<file path="src/rtl/wb_pkg.sv">
// Shared write-back types: a register-file write request as produced by
// the pipeline write-back stage and by the multiply/divide unit.
package wb_pkg;
    localparam int XLEN   = 32;
    localparam int REG_AW = 5;

    typedef struct packed {
        logic [REG_AW-1:0] addr;
        logic [XLEN-1:0]   data;
    } wb_req_t;

    // r0 is hard-wired zero, so a write to it carries no information
    function automatic logic addr_live(input logic [REG_AW-1:0] a);
        return a != '0;
    endfunction
endpackage

</file>
<file path="src/rtl/wb_port_arbiter_if.sv">
// Bundle between the pipeline/MDU side (master) and the write-port arbiter (slave).
// Carries write-back requests, the MDU valid/ready handshake, the hazard probe and the register-file write.
interface wb_port_arbiter_if
    import wb_pkg::*;
#(
    parameter int DEPTH = 2
);
    logic [REG_AW-1:0]        wb_addr;
    logic [XLEN-1:0]          wb_data;
    logic                     wb_write;
    logic                     mdu_valid;
    logic                     mdu_ready;
    logic [REG_AW-1:0]        mdu_addr;
    logic [XLEN-1:0]          mdu_data;
    logic [REG_AW-1:0]        probe_addr;
    logic                     probe_hit;
    logic                     stall_req;
    logic                     rf_we;
    logic [REG_AW-1:0]        rf_addr;
    logic [XLEN-1:0]          rf_data;
    logic [$clog2(DEPTH):0]   buf_count;

    modport master (
        output wb_addr, wb_data, wb_write, mdu_valid, mdu_addr, mdu_data, probe_addr,
        input  mdu_ready, probe_hit, stall_req, rf_we, rf_addr, rf_data, buf_count
    );

    modport slave (
        input  wb_addr, wb_data, wb_write, mdu_valid, mdu_addr, mdu_data, probe_addr,
        output mdu_ready, probe_hit, stall_req, rf_we, rf_addr, rf_data, buf_count
    );
endinterface

</file>
<file path="src/rtl/wb_req_fifo.sv">
// Synchronous FIFO of write requests, exposing per-entry valid/addr for the hazard probe.
// Head is visible combinationally; caller must not push when full or pop when empty.
module wb_req_fifo
    import wb_pkg::*;
#(
    parameter  int DEPTH = 2,
    localparam int AW    = $clog2(DEPTH),
    localparam int CW    = AW + 1
) (
    input  logic                          clk,
    input  logic                          reset,
    input  logic                          push_i,
    input  wb_req_t                       push_dat_i,
    input  logic                          pop_i,
    output logic [CW-1:0]                 count_o,
    output wb_req_t                       head_o,
    output logic [DEPTH-1:0]              ent_vld_o,
    output logic [DEPTH-1:0][REG_AW-1:0]  ent_addr_o
);
    wb_req_t        mem_q [DEPTH];
    logic [AW-1:0]  wr_ptr_q, wr_ptr_d;
    logic [AW-1:0]  rd_ptr_q, rd_ptr_d;
    logic [CW-1:0]  count_q,  count_d;

    // Power-of-two depth lets the pointers wrap by plain overflow
    assign wr_ptr_d = wr_ptr_q + AW'(push_i);
    assign rd_ptr_d = rd_ptr_q + AW'(pop_i);
    assign count_d  = count_q + CW'(push_i) - CW'(pop_i);

    always_ff @(posedge clk or negedge reset) begin
        if (!reset) begin
            wr_ptr_q <= '0;
            rd_ptr_q <= '0;
            count_q  <= '0;
        end else begin
            wr_ptr_q <= wr_ptr_d;
            rd_ptr_q <= rd_ptr_d;
            count_q  <= count_d;
        end
    end

    always_ff @(posedge clk) begin
        if (push_i) mem_q[wr_ptr_q] <= push_dat_i;
    end

    assign count_o = count_q;
    assign head_o  = mem_q[rd_ptr_q];

    // Slot i is occupied when its distance from the read pointer is below the count
    always_comb begin
        ent_vld_o  = '0;
        ent_addr_o = '0;
        for (int i = 0; i < DEPTH; i++) begin
            ent_vld_o[i]  = {1'b0, AW'(AW'(i) - rd_ptr_q)} < count_q;
            ent_addr_o[i] = mem_q[i].addr;
        end
    end
endmodule

</file>
<file path="src/rtl/wb_port_arbiter.sv">
// Shares the register-file write port: pipeline write-back first, then buffered MDU results, then MDU bypass.
// rf_* registered (1 cycle); mdu_ready is registered-state only; stall_req after STARVE_LIMIT blocked cycles.
module wb_port_arbiter
    import wb_pkg::*;
#(
    parameter int DEPTH        = 2,
    parameter int STARVE_LIMIT = 8
) (
    input  logic               clk,
    input  logic               reset,
    wb_port_arbiter_if.slave   bus
);
    localparam int CW = $clog2(DEPTH) + 1;
    localparam int SW = $clog2(STARVE_LIMIT + 1);

    logic                          pipe_act, mdu_acc, mdu_live;
    logic                          fifo_empty, pop, push, bypass;
    logic [CW-1:0]                 count;
    wb_req_t                       head, mdu_req;
    logic [DEPTH-1:0]              ent_vld;
    logic [DEPTH-1:0][REG_AW-1:0]  ent_addr;

    logic                          rf_we_q,  rf_we_d;
    wb_req_t                       rf_req_q, rf_req_d;
    logic [SW-1:0]                 cnt_q,    cnt_d;

    assign mdu_req  = '{addr: bus.mdu_addr, data: bus.mdu_data};
    assign pipe_act = bus.wb_write && addr_live(bus.wb_addr);

    // Gated by reset so the MDU sees no room while the block is held in reset
    assign bus.mdu_ready = reset && (count < CW'(DEPTH));
    assign mdu_acc       = bus.mdu_valid && bus.mdu_ready;
    assign mdu_live      = mdu_acc && addr_live(bus.mdu_addr);

    assign fifo_empty = (count == '0);
    assign pop        = !pipe_act && !fifo_empty;
    assign bypass     = !pipe_act && fifo_empty && mdu_live;
    assign push       = mdu_live && !bypass;

    wb_req_fifo #(.DEPTH(DEPTH)) u_fifo (
        .clk        (clk),
        .reset      (reset),
        .push_i     (push),
        .push_dat_i (mdu_req),
        .pop_i      (pop),
        .count_o    (count),
        .head_o     (head),
        .ent_vld_o  (ent_vld),
        .ent_addr_o (ent_addr)
    );

    always_comb begin
        rf_we_d  = pipe_act || pop || bypass;
        rf_req_d = rf_req_q;
        if (pipe_act)    rf_req_d = '{addr: bus.wb_addr, data: bus.wb_data};
        else if (pop)    rf_req_d = head;
        else if (bypass) rf_req_d = mdu_req;
    end

    always_comb begin
        cnt_d = cnt_q;
        if (pop || fifo_empty)                cnt_d = '0;
        else if (cnt_q != SW'(STARVE_LIMIT)) cnt_d = cnt_q + SW'(1);
    end

    always_ff @(posedge clk or negedge reset) begin
        if (!reset) begin
            rf_we_q  <= 1'b0;
            rf_req_q <= '0;
            cnt_q    <= '0;
        end else begin
            rf_we_q  <= rf_we_d;
            rf_req_q <= rf_req_d;
            cnt_q    <= cnt_d;
        end
    end

    // The rf_* register is deliberately not covered; its write lands next edge
    always_comb begin
        bus.probe_hit = 1'b0;
        for (int i = 0; i < DEPTH; i++) begin
            if (ent_vld[i] && ent_addr[i] == bus.probe_addr && addr_live(bus.probe_addr))
                bus.probe_hit = 1'b1;
        end
    end

    assign bus.stall_req = (cnt_q == SW'(STARVE_LIMIT));
    assign bus.rf_we     = rf_we_q;
    assign bus.rf_addr   = rf_req_q.addr;
    assign bus.rf_data   = rf_req_q.data;
    assign bus.buf_count = count;
endmodule

</file>
<file path="src/flat_wrapper.sv">
// flat-port wrapper written by rule: the top's interface ports become plain ports
module wb_port_arbiter_flat import wb_pkg::*;
#(
    parameter int DEPTH        = 2,
    parameter int STARVE_LIMIT = 8
)
  (clk, reset, bus_wb_addr, bus_wb_data, bus_wb_write, bus_mdu_valid, bus_mdu_addr, bus_mdu_data, bus_probe_addr, bus_mdu_ready, bus_probe_hit, bus_stall_req, bus_rf_we, bus_rf_addr, bus_rf_data, bus_buf_count);
  wb_port_arbiter_if #(.DEPTH(DEPTH)) bus_i ();
  input  logic clk;
  input  logic reset;
  input wire logic [$bits(bus_i.wb_addr)-1:0] bus_wb_addr;
  input wire logic [$bits(bus_i.wb_data)-1:0] bus_wb_data;
  input wire logic [$bits(bus_i.wb_write)-1:0] bus_wb_write;
  input wire logic [$bits(bus_i.mdu_valid)-1:0] bus_mdu_valid;
  input wire logic [$bits(bus_i.mdu_addr)-1:0] bus_mdu_addr;
  input wire logic [$bits(bus_i.mdu_data)-1:0] bus_mdu_data;
  input wire logic [$bits(bus_i.probe_addr)-1:0] bus_probe_addr;
  output wire logic [$bits(bus_i.mdu_ready)-1:0] bus_mdu_ready;
  output wire logic [$bits(bus_i.probe_hit)-1:0] bus_probe_hit;
  output wire logic [$bits(bus_i.stall_req)-1:0] bus_stall_req;
  output wire logic [$bits(bus_i.rf_we)-1:0] bus_rf_we;
  output wire logic [$bits(bus_i.rf_addr)-1:0] bus_rf_addr;
  output wire logic [$bits(bus_i.rf_data)-1:0] bus_rf_data;
  output wire logic [$bits(bus_i.buf_count)-1:0] bus_buf_count;
  assign bus_i.wb_addr = bus_wb_addr;
  assign bus_i.wb_data = bus_wb_data;
  assign bus_i.wb_write = bus_wb_write;
  assign bus_i.mdu_valid = bus_mdu_valid;
  assign bus_i.mdu_addr = bus_mdu_addr;
  assign bus_i.mdu_data = bus_mdu_data;
  assign bus_i.probe_addr = bus_probe_addr;
  assign bus_mdu_ready = bus_i.mdu_ready;
  assign bus_probe_hit = bus_i.probe_hit;
  assign bus_stall_req = bus_i.stall_req;
  assign bus_rf_we = bus_i.rf_we;
  assign bus_rf_addr = bus_i.rf_addr;
  assign bus_rf_data = bus_i.rf_data;
  assign bus_buf_count = bus_i.buf_count;
  wb_port_arbiter #(.DEPTH(DEPTH), .STARVE_LIMIT(STARVE_LIMIT)) u_core (.clk(clk), .reset(reset), .bus(bus_i));
endmodule
</file>
<file path="config.mk">
export PLATFORM = sky130hd
export DESIGN_NAME = wb_port_arbiter_flat
export DESIGN_NICKNAME = d
export VERILOG_FILES = /design/src/rtl/wb_pkg.sv /design/src/rtl/wb_port_arbiter_if.sv /design/src/rtl/wb_req_fifo.sv /design/src/rtl/wb_port_arbiter.sv /design/src/flat_wrapper.sv
export SDC_FILE = /design/constraint.sdc
export NUM_CORES = 1
export LEC_CHECK = 0
export ABC_AREA = 1
export CORE_UTILIZATION = 55
export DETAILED_ROUTE_END_ITERATION = 10
export GPL_ROUTABILITY_DRIVEN = 0
export GPL_TIMING_DRIVEN = 0
export PLACE_DENSITY = 0.85
export SYNTH_ARGS = -nofsm -noshare
export SYNTH_HDL_FRONTEND = slang
export SYNTH_SLANG_ARGS = --single-unit
export TNS_END_PERCENT = 100
</file>
<file path="constraint.sdc">
create_clock -name clk -period 5.9 [get_ports clk]
set_clock_uncertainty 0.05 [all_clocks]
set_input_delay 1.18 -clock clk [delete_from_list [all_inputs] [get_ports clk]]
set_output_delay 1.18 -clock clk [all_outputs]
set_load 0.01 [all_outputs]
</file>
==> impl_metrics.xml, run 1 <==
<?xml version="1.0" encoding="UTF-8"?>
<metrics>
  <group name="grt">
    <metric name="first_global_vias" unit="">5309</metric>
    <metric name="wire_length_of_the_first_global_routing_pass" unit="um">25900</metric>
    <metric name="antenna_found_initial" unit="">0</metric>
    <metric name="globalRouteTotalUtil" unit="%">31.2</metric>
    <metric name="pin_count_of_the_biggest_net_entering_global_routing" unit="">31</metric>
    <metric name="grt_overflow" unit="">0</metric>
  </group>
  <group name="sta">
    <metric name="final-setup-viol-count" unit="">0</metric>
    <metric name="period_share" unit="%">68.7</metric>
    <metric name="hold_violations" unit="">0</metric>
    <metric name="timing.setup.tns" unit="ns">0</metric>
    <metric name="slew-limit-headroom" unit="%">55.1</metric>
    <metric name="timing.hold.ws" unit="ns">0.434</metric>
    <metric name="worst_pin_slew" unit="ns">0.673</metric>
    <metric name="period_minus_slack" unit="ns">4.05</metric>
    <metric name="max_freq" unit="MHz">247</metric>
    <metric name="final.setup.worst_slack" unit="ns">1.85</metric>
    <metric name="final_max_slew_viol_count" unit="">0</metric>
    <metric name="rsz0062_at_grt" unit="">no</metric>
  </group>
  <group name="min_path">
    <metric name="timing.hold.worst.start" unit="">u_core.bus.rf_data[27]</metric>
    <metric name="cell_depth_of_the_worst_min_delay_path" unit="">2</metric>
    <metric name="holdPathEnd" unit="">u_core.bus.rf_data[27]</metric>
    <metric name="min_path_type" unit="">register to register</metric>
  </group>
  <group name="cells_and_area">
    <metric name="filler_cell_count" unit="">647</metric>
    <metric name="final_design_area_no_fill" unit="mm2">0.00785</metric>
    <metric name="layout-area-overhead-vs-synth" unit="%">35.9</metric>
    <metric name="num_antenna_cells" unit="">0</metric>
    <metric name="finish.net_count" unit="">884</metric>
    <metric name="finalNonFillerCells" unit="">944</metric>
    <metric name="drive_above_1_share" unit="%">10.6</metric>
    <metric name="final_util" unit="%">76.7</metric>
  </group>
  <group name="worst_setup_path">
    <metric name="timing.setup.critical_path_class" unit="">input pin to primary output</metric>
    <metric name="timing.critical_path.arrival" unit="ns">2.82</metric>
    <metric name="cp_max_fo" unit="">4</metric>
    <metric name="timing.critical_path.to_type" unit="">primary output</metric>
    <metric name="reg2reg_setup_slack" unit="ns">3.57</metric>
    <metric name="reg2reg_depth" unit="">7</metric>
    <metric name="worstReg2RegEnd" unit="">u_core.u_fifo.mem_q[1][28]</metric>
    <metric name="worstPathRequired" unit="ns">4.67</metric>
    <metric name="worst_setup_path_start_kind" unit="">input pin</metric>
    <metric name="worstReg2RegStart" unit="">u_core.u_fifo.count_o[0]</metric>
  </group>
  <group name="synth">
    <metric name="synth_largest_area_cell" unit="">sky130_fd_sc_hd__edfxtp_1</metric>
    <metric name="yosys.cell_types.count" unit="">25</metric>
    <metric name="yosysMostFrequentCell" unit="">sky130_fd_sc_hd__nand2_1</metric>
    <metric name="synth_top_cell_area_share" unit="%">38.5</metric>
    <metric name="synth-edff-count" unit="">74</metric>
    <metric name="yosysWarningCount" unit="">0</metric>
    <metric name="ys_seq_elements" unit="">120</metric>
    <metric name="syn-instance-count" unit="">648</metric>
    <metric name="synth_top_cells_by_area" unit="">sky130_fd_sc_hd__edfxtp_1 38%, sky130_fd_sc_hd__dfrtp_1 20%, sky130_fd_sc_hd__nand2_1 14%, sky130_fd_sc_hd__nand3_1 6.3%, sky130_fd_sc_hd__nor2_1 5.5%</metric>
    <metric name="yosysSeqAreaShare" unit="%">58.4</metric>
    <metric name="synthTopCellsByCount" unit="">211 x sky130_fd_sc_hd__nand2_1, 84 x sky130_fd_sc_hd__nor2_1, 74 x sky130_fd_sc_hd__edfxtp_1, 73 x sky130_fd_sc_hd__nand3_1, 47 x sky130_fd_sc_hd__inv_1</metric>
    <metric name="synth_flop_cell" unit="">sky130_fd_sc_hd__edfxtp_1</metric>
    <metric name="mappedNetlistNets" unit="">737</metric>
    <metric name="ys_async_sr_fraction" unit="%">38.3</metric>
    <metric name="syn_area" unit="mm2">0.00578</metric>
    <metric name="avgSynthCellArea" unit="um2">8.91</metric>
  </group>
  <group name="cts">
    <metric name="number_of_buffers_on_the_longest_clock_path" unit="">2</metric>
    <metric name="clkLatencyLatePin" unit="ns">0.53</metric>
    <metric name="cts_hold_buffers" unit="">0</metric>
    <metric name="clock_tree.htree_level_count" unit="">4</metric>
    <metric name="clk_transition_reported_paths" unit="ns">0.06</metric>
    <metric name="cts_root_buffer" unit="">sky130_fd_sc_hd__clkbuf_8</metric>
    <metric name="postCtsResizedCells" unit="">0</metric>
    <metric name="cts_inserted_buffers" unit="">17</metric>
    <metric name="setup_fix_bufs_post_cts" unit="">0</metric>
    <metric name="cts.sink_count" unit="">120</metric>
    <metric name="tritoncts" unit="">built</metric>
  </group>
  <group name="drt">
    <metric name="detail_route.drc_violations" unit="">0</metric>
    <metric name="met3_length" unit="um">1390</metric>
    <metric name="drt-vias-per-instance" unit="">5.52</metric>
    <metric name="route.top_layer_used" unit="">met4</metric>
    <metric name="drt_first_pass_iters" unit="">8</metric>
    <metric name="detailedRoute.firstIterationViolations" unit="">474</metric>
    <metric name="avgRoutedWirePerCell" unit="um">17.4</metric>
    <metric name="ant_nets" unit="">0</metric>
    <metric name="met2_length" unit="um">8110</metric>
    <metric name="detail_route.wirelength" unit="um">16500</metric>
    <metric name="detailroute.via_count" unit="">5210</metric>
    <metric name="met1Wirelength" unit="um">6290</metric>
  </group>
  <group name="placement">
    <metric name="numPortBuffers" unit="">125</metric>
    <metric name="place_area" unit="mm2">0.00726</metric>
    <metric name="place_ws" unit="ns">1.89</metric>
    <metric name="place_inst" unit="">912</metric>
    <metric name="dp.final_hpwl" unit="um">10700</metric>
  </group>
  <group name="floorplan">
    <metric name="fp.dieW" unit="um">104</metric>
    <metric name="fp.dieArea" unit="mm2">0.0109</metric>
    <metric name="core.rowCount" unit="">37</metric>
    <metric name="floorplan.die.height" unit="um">104</metric>
    <metric name="design.core.area" unit="mm2">0.0102</metric>
    <metric name="initial_utilization" unit="%">56.5</metric>
    <metric name="design.portCount" unit="">126</metric>
  </group>
  <group name="power">
    <metric name="cellPowerDensity" unit="mW/mm2">456</metric>
    <metric name="power.leakage" unit="nW">3.59</metric>
    <metric name="worst_ir_drop_vdd" unit="mV">0.296</metric>
    <metric name="finalPower" unit="mW">3.58</metric>
  </group>
  <group name="status">
    <metric name="run_status" unit="">completed</metric>
  </group>
  <group name="run">
    <metric name="maxCapViolations" unit="">0</metric>
  </group>
</metrics>
-- state kept, by name, indices dropped and copies added (netlist names) --
signal,count
u_core.u_fifo.count_o,2
u_core.bus.rf_addr,5
u_core.bus.rf_data,32
u_core.u_fifo.wr_ptr_q,1
u_core.cnt_q,4
u_core.u_fifo.mem_q,74
u_core.u_fifo.rd_ptr_q,1
u_core.bus.rf_we,1
-- cells by family (layout without fill, tap and decap cells) --
group / after synthesis / count (layout) / synth area share, %
AOI/OAI and AO/OA: 35 / 35 / 3.12
xor gates and xnor gates: 10 / 10 / 1.52
adders and majority gates: 6 / 6 / 1.30
buffers and inverters: 84 / 244 / 7.28
DFF: 120 / 120 / 58.4
and+or+nand+nor: 393 / 393 / 28.4
-- power by group --
| part | total, mW | internal, mW | switching (mW) |
|---|---|---|---|
| sequential | 1.22 | 1.10 | 0.120 |
| combinational | 1.32 | 0.566 | 0.753 |
| clock | 1.04 | 0.644 | 0.396 |
-- worst max-delay path by stage --
stage,startpoint,end,slack (ns),depth (start not counted)
floorplan,bus_wb_addr[2],u_core.u_fifo.mem_q[1][0],2.67,9
global placement,reset,u_core.u_fifo.mem_q[0][28],0.09,8
detailed placement,bus_probe_addr[2],bus_probe_hit,1.89,8
CTS,bus_probe_addr[2],bus_probe_hit,1.87,8
global route,bus_probe_addr[2],bus_probe_hit,1.80,8
finish,bus_probe_addr[3],bus_probe_hit,1.85,7
-- critical path, stage by stage --
cell	delay [ns]
sky130_fd_sc_hd__clkdlybuf4s50_1	0.51
sky130_fd_sc_hd__inv_1	0.12
sky130_fd_sc_hd__nor2_1	0.05
sky130_fd_sc_hd__nor3_1	0.22
sky130_fd_sc_hd__nand4_1	0.12
sky130_fd_sc_hd__nand2_1	0.10
sky130_fd_sc_hd__clkdlybuf4s50_1	0.53
-- routing by layer --
| metal | GRT usage, % | vias to the layer above |
|---|---|---|
| met5 | 0 | - |
| met4 | 17.0 | 0 |
| met3 | 6.39 | 64 |
| met2 | 53.0 | 327 |
| met1 | 37.1 | 2431 |
| li1 | - | 2388 |
-- layout by cell type, fill, tap and decap left out, types with 6 or more instances in the layout --
master	Yosys	final
sky130_fd_sc_hd__nor2_1	84	84
sky130_fd_sc_hd__o21ai_1	18	18
sky130_fd_sc_hd__o21ai_0	10	10
sky130_fd_sc_hd__nand3_1	73	73
sky130_fd_sc_hd__or2_2	12	12
sky130_fd_sc_hd__edfxtp_1	74	74
sky130_fd_sc_hd__nand2_1	211	211
sky130_fd_sc_hd__clkdlybuf4s50_1	0	124
sky130_fd_sc_hd__dfrtp_1	46	46
sky130_fd_sc_hd__buf_6	10	10
sky130_fd_sc_hd__clkbuf_1	6	6
sky130_fd_sc_hd__buf_2	12	13
sky130_fd_sc_hd__clkbuf_16	0	16
sky130_fd_sc_hd__xor2_1	8	8
sky130_fd_sc_hd__inv_1	47	47
-- final cells by class --
class                           count  area (um2)  area share [%]
Clock inverter                     15         178            2.26
Sequential cell                   120        3370            43.0
Inverter                           52         195            2.49
Tap cell                          136         170            2.17
Multi-Input combinational cell    444        1990            25.3
Timing Repair Buffer              128        1310            16.6
Clock buffer                       17         414            5.28
Buffer                             32         225            2.87
(Power assumes the default switching activity.)
==> run 2, diff against run 1 <==
CORE_UTILIZATION = 46   (was 55)
PLACE_DENSITY = 0.76   (was 0.85)
clock period = 3.3 ns   (was 5.9 ns; I/O delays follow)
==> run 2 against run 1 <==
Against the previous run:
- first-iteration DRC count decreased by 2.1%
- flip-flop and latch count is the same
- setup slack lost 1.6 ns
- die area grew 19%
- total power grew 77%
- via count decreased by 3.3%
- non-clock buffer count unchanged
- core utilization is 12 points lower
- clock power up 76%
==> impl_metrics.xml, run 2 (same netlist as run 1, synthesis figures left out) <==
<?xml version="1.0" encoding="UTF-8"?>
<metrics>
  <group name="grt">
    <metric name="wire_length_of_the_first_global_routing_pass" unit="um">24600</metric>
    <metric name="grt_overflow" unit="">0</metric>
    <metric name="globalRouteTotalUtil" unit="%">25.2</metric>
    <metric name="first_global_vias" unit="">5096</metric>
    <metric name="antenna_found_initial" unit="">0</metric>
    <metric name="pin_count_of_the_biggest_net_entering_global_routing" unit="">29</metric>
  </group>
  <group name="drt">
    <metric name="detailedRoute.firstIterationViolations" unit="">464</metric>
    <metric name="detailroute.via_count" unit="">5040</metric>
    <metric name="avgRoutedWirePerCell" unit="um">16.1</metric>
    <metric name="drt_first_pass_iters" unit="">5</metric>
    <metric name="detail_route.drc_violations" unit="">0</metric>
    <metric name="detail_route.wirelength" unit="um">15700</metric>
    <metric name="ant_nets" unit="">0</metric>
    <metric name="drt-vias-per-instance" unit="">5.16</metric>
  </group>
  <group name="worst_setup_path">
    <metric name="worst_setup_path_start_kind" unit="">register</metric>
    <metric name="timing.critical_path.arrival" unit="ns">2.30</metric>
    <metric name="worstPathRequired" unit="ns">2.59</metric>
    <metric name="timing.setup.critical_path_class" unit="">register to primary output</metric>
    <metric name="slowest_delay" unit="ns">0.53</metric>
    <metric name="worst_path_cell_chain" unit="">inv_2 &gt; buf_2 &gt; a21oi_1 &gt; nor2_1 &gt; nand4_1 &gt; nand2_1 &gt; clkdlybuf4s50_1</metric>
    <metric name="timing.critical_path.to_type" unit="">primary output</metric>
    <metric name="cp_max_fo" unit="">10</metric>
    <metric name="slowest_stage" unit="">sky130_fd_sc_hd__clkdlybuf4s50_1</metric>
  </group>
  <group name="power">
    <metric name="worst_ir_drop_vdd" unit="mV">0.412</metric>
    <metric name="power.leakage" unit="nW">3.60</metric>
    <metric name="cellPowerDensity" unit="mW/mm2">803</metric>
  </group>
  <group name="placement">
    <metric name="dp.final_hpwl" unit="um">11000</metric>
    <metric name="numPortBuffers" unit="">125</metric>
    <metric name="place_area" unit="mm2">0.00731</metric>
    <metric name="place_inst" unit="">944</metric>
    <metric name="place_ws" unit="ns">0.172</metric>
  </group>
  <group name="cts">
    <metric name="clkLatencyLatePin" unit="ns">0.41</metric>
    <metric name="clk_transition_reported_paths" unit="ns">0.06</metric>
    <metric name="postCtsResizedCells" unit="">0</metric>
    <metric name="cts_root_buffer" unit="">sky130_fd_sc_hd__clkbuf_16</metric>
    <metric name="cts_inserted_buffers" unit="">17</metric>
    <metric name="setup_fix_bufs_post_cts" unit="">0</metric>
    <metric name="clock_tree.htree_level_count" unit="">4</metric>
    <metric name="cts.sink_count" unit="">120</metric>
    <metric name="cts_hold_buffers" unit="">0</metric>
    <metric name="tritoncts" unit="">built</metric>
    <metric name="number_of_buffers_on_the_longest_clock_path" unit="">2</metric>
  </group>
  <group name="sta">
    <metric name="worst_pin_slew" unit="ns">0.638</metric>
    <metric name="period_minus_slack" unit="ns">3.01</metric>
    <metric name="hold_violations" unit="">0</metric>
    <metric name="timing.hold.ws" unit="ns">0.182</metric>
    <metric name="period_share" unit="%">91.3</metric>
    <metric name="final_max_slew_viol_count" unit="">0</metric>
    <metric name="final-setup-viol-count" unit="">0</metric>
    <metric name="rsz0062_at_grt" unit="">no</metric>
    <metric name="final.setup.worst_slack" unit="ns">0.288</metric>
    <metric name="slew-limit-headroom" unit="%">57.5</metric>
    <metric name="max_freq" unit="MHz">332</metric>
  </group>
  <group name="cells_and_area">
    <metric name="layout-area-overhead-vs-synth" unit="%">36.5</metric>
    <metric name="most_frequent_standard_cell_in_the_layout_excluding_fill_and_tap_cells" unit="">sky130_fd_sc_hd__nand2_1</metric>
    <metric name="finish.net_count" unit="">884</metric>
    <metric name="drive_above_1_share" unit="%">10.0</metric>
    <metric name="seq_area" unit="mm2">0.00337</metric>
    <metric name="multi_input_comb_area" unit="mm2">0.00199</metric>
    <metric name="layout.cells.most_common_list" unit="">211 x sky130_fd_sc_hd__nand2_1, 124 x sky130_fd_sc_hd__clkdlybuf4s50_1, 84 x sky130_fd_sc_hd__nor2_1</metric>
    <metric name="largest_register_ffs" unit="">74</metric>
    <metric name="filler_cell_count" unit="">1000</metric>
    <metric name="num_antenna_cells" unit="">0</metric>
    <metric name="final_design_area_no_fill" unit="mm2">0.00789</metric>
    <metric name="most_flop_heavy_register" unit="">u_core.u_fifo.mem_q</metric>
    <metric name="finalNonFillerCells" unit="">976</metric>
  </group>
  <group name="floorplan">
    <metric name="fp.dieW" unit="um">114</metric>
    <metric name="design.core.area" unit="mm2">0.0121</metric>
    <metric name="initial_utilization" unit="%">47.7</metric>
    <metric name="design.portCount" unit="">126</metric>
    <metric name="floorplan.die.height" unit="um">114</metric>
    <metric name="fp.dieArea" unit="mm2">0.0130</metric>
    <metric name="core.rowCount" unit="">40</metric>
  </group>
  <group name="min_path">
    <metric name="min_path_type" unit="">input pin to async pin</metric>
  </group>
  <group name="run">
    <metric name="maxCapViolations" unit="">0</metric>
  </group>
  <group name="status">
    <metric name="run_status" unit="">completed</metric>
  </group>
</metrics>
run 2: path summary, 6_finish.rpt:
check                                         start                         end  slack, ns  cells after the start
min                                           reset       u_core.bus.rf_addr[4]       0.18                      1
min reg2reg                  u_core.bus.rf_data[17]      u_core.bus.rf_data[17]       0.43                      2
max                          u_core.u_fifo.rd_ptr_q               bus_probe_hit       0.29                      7
max reg2reg                u_core.u_fifo.count_o[0]  u_core.u_fifo.mem_q[0][36]       0.91                      7
max in group asynchronous                     reset      u_core.bus.rf_data[25]       2.45                      2
min in group clk             u_core.bus.rf_data[17]      u_core.bus.rf_data[17]       0.43                      2
run 2: power breakdown:
group | leakage (nW) | internal, mW | total (mW) | switching (mW)
registers | 1.22 | 1.97 | 2.18 | 0.216
logic | 2.10 | 1.01 | 2.32 | 1.30
clock network | 0.285 | 1.20 | 1.83 | 0.638
run 2: area by class of cell:
type	instances	share of cell area (%)
buffer	32	2.86
clock inverter	10	1.60
clock buffer	22	5.76
timing repair buffer	128	16.7
sequential	120	42.8
tap	168	2.67
multi-input combinational	444	25.2
inverter	52	2.48
run 2: critical path: cells and delay by family (launching register included):
family                 cells  cell delay, ns
buffers and inverters      3            1.03
AO/OA/AOI/OAI              1            0.09
AND/OR/NAND/NOR            3            0.31
flip-flops                 1            0.44
run 2: metal layers:
layer,GRT usage (%),vias up,share of wire [%]
li1,-,2390,-
met1,31.0,2354,40
met3,6.14,30,7.9
met5,0,-,0
met2,42.3,266,50
met4,10.9,0,2.2
run 2: stage by stage:
step                      total power, mW  TNS, ns  utilization, %
after floorplan                      3.40        0               -
after global placement               4.40  -167.52            59.8
after detailed placement             4.49        0            60.3
after CTS                            6.34        0            65.1
after global routing                 6.68        0            65.1
final                                6.33        0            65.1
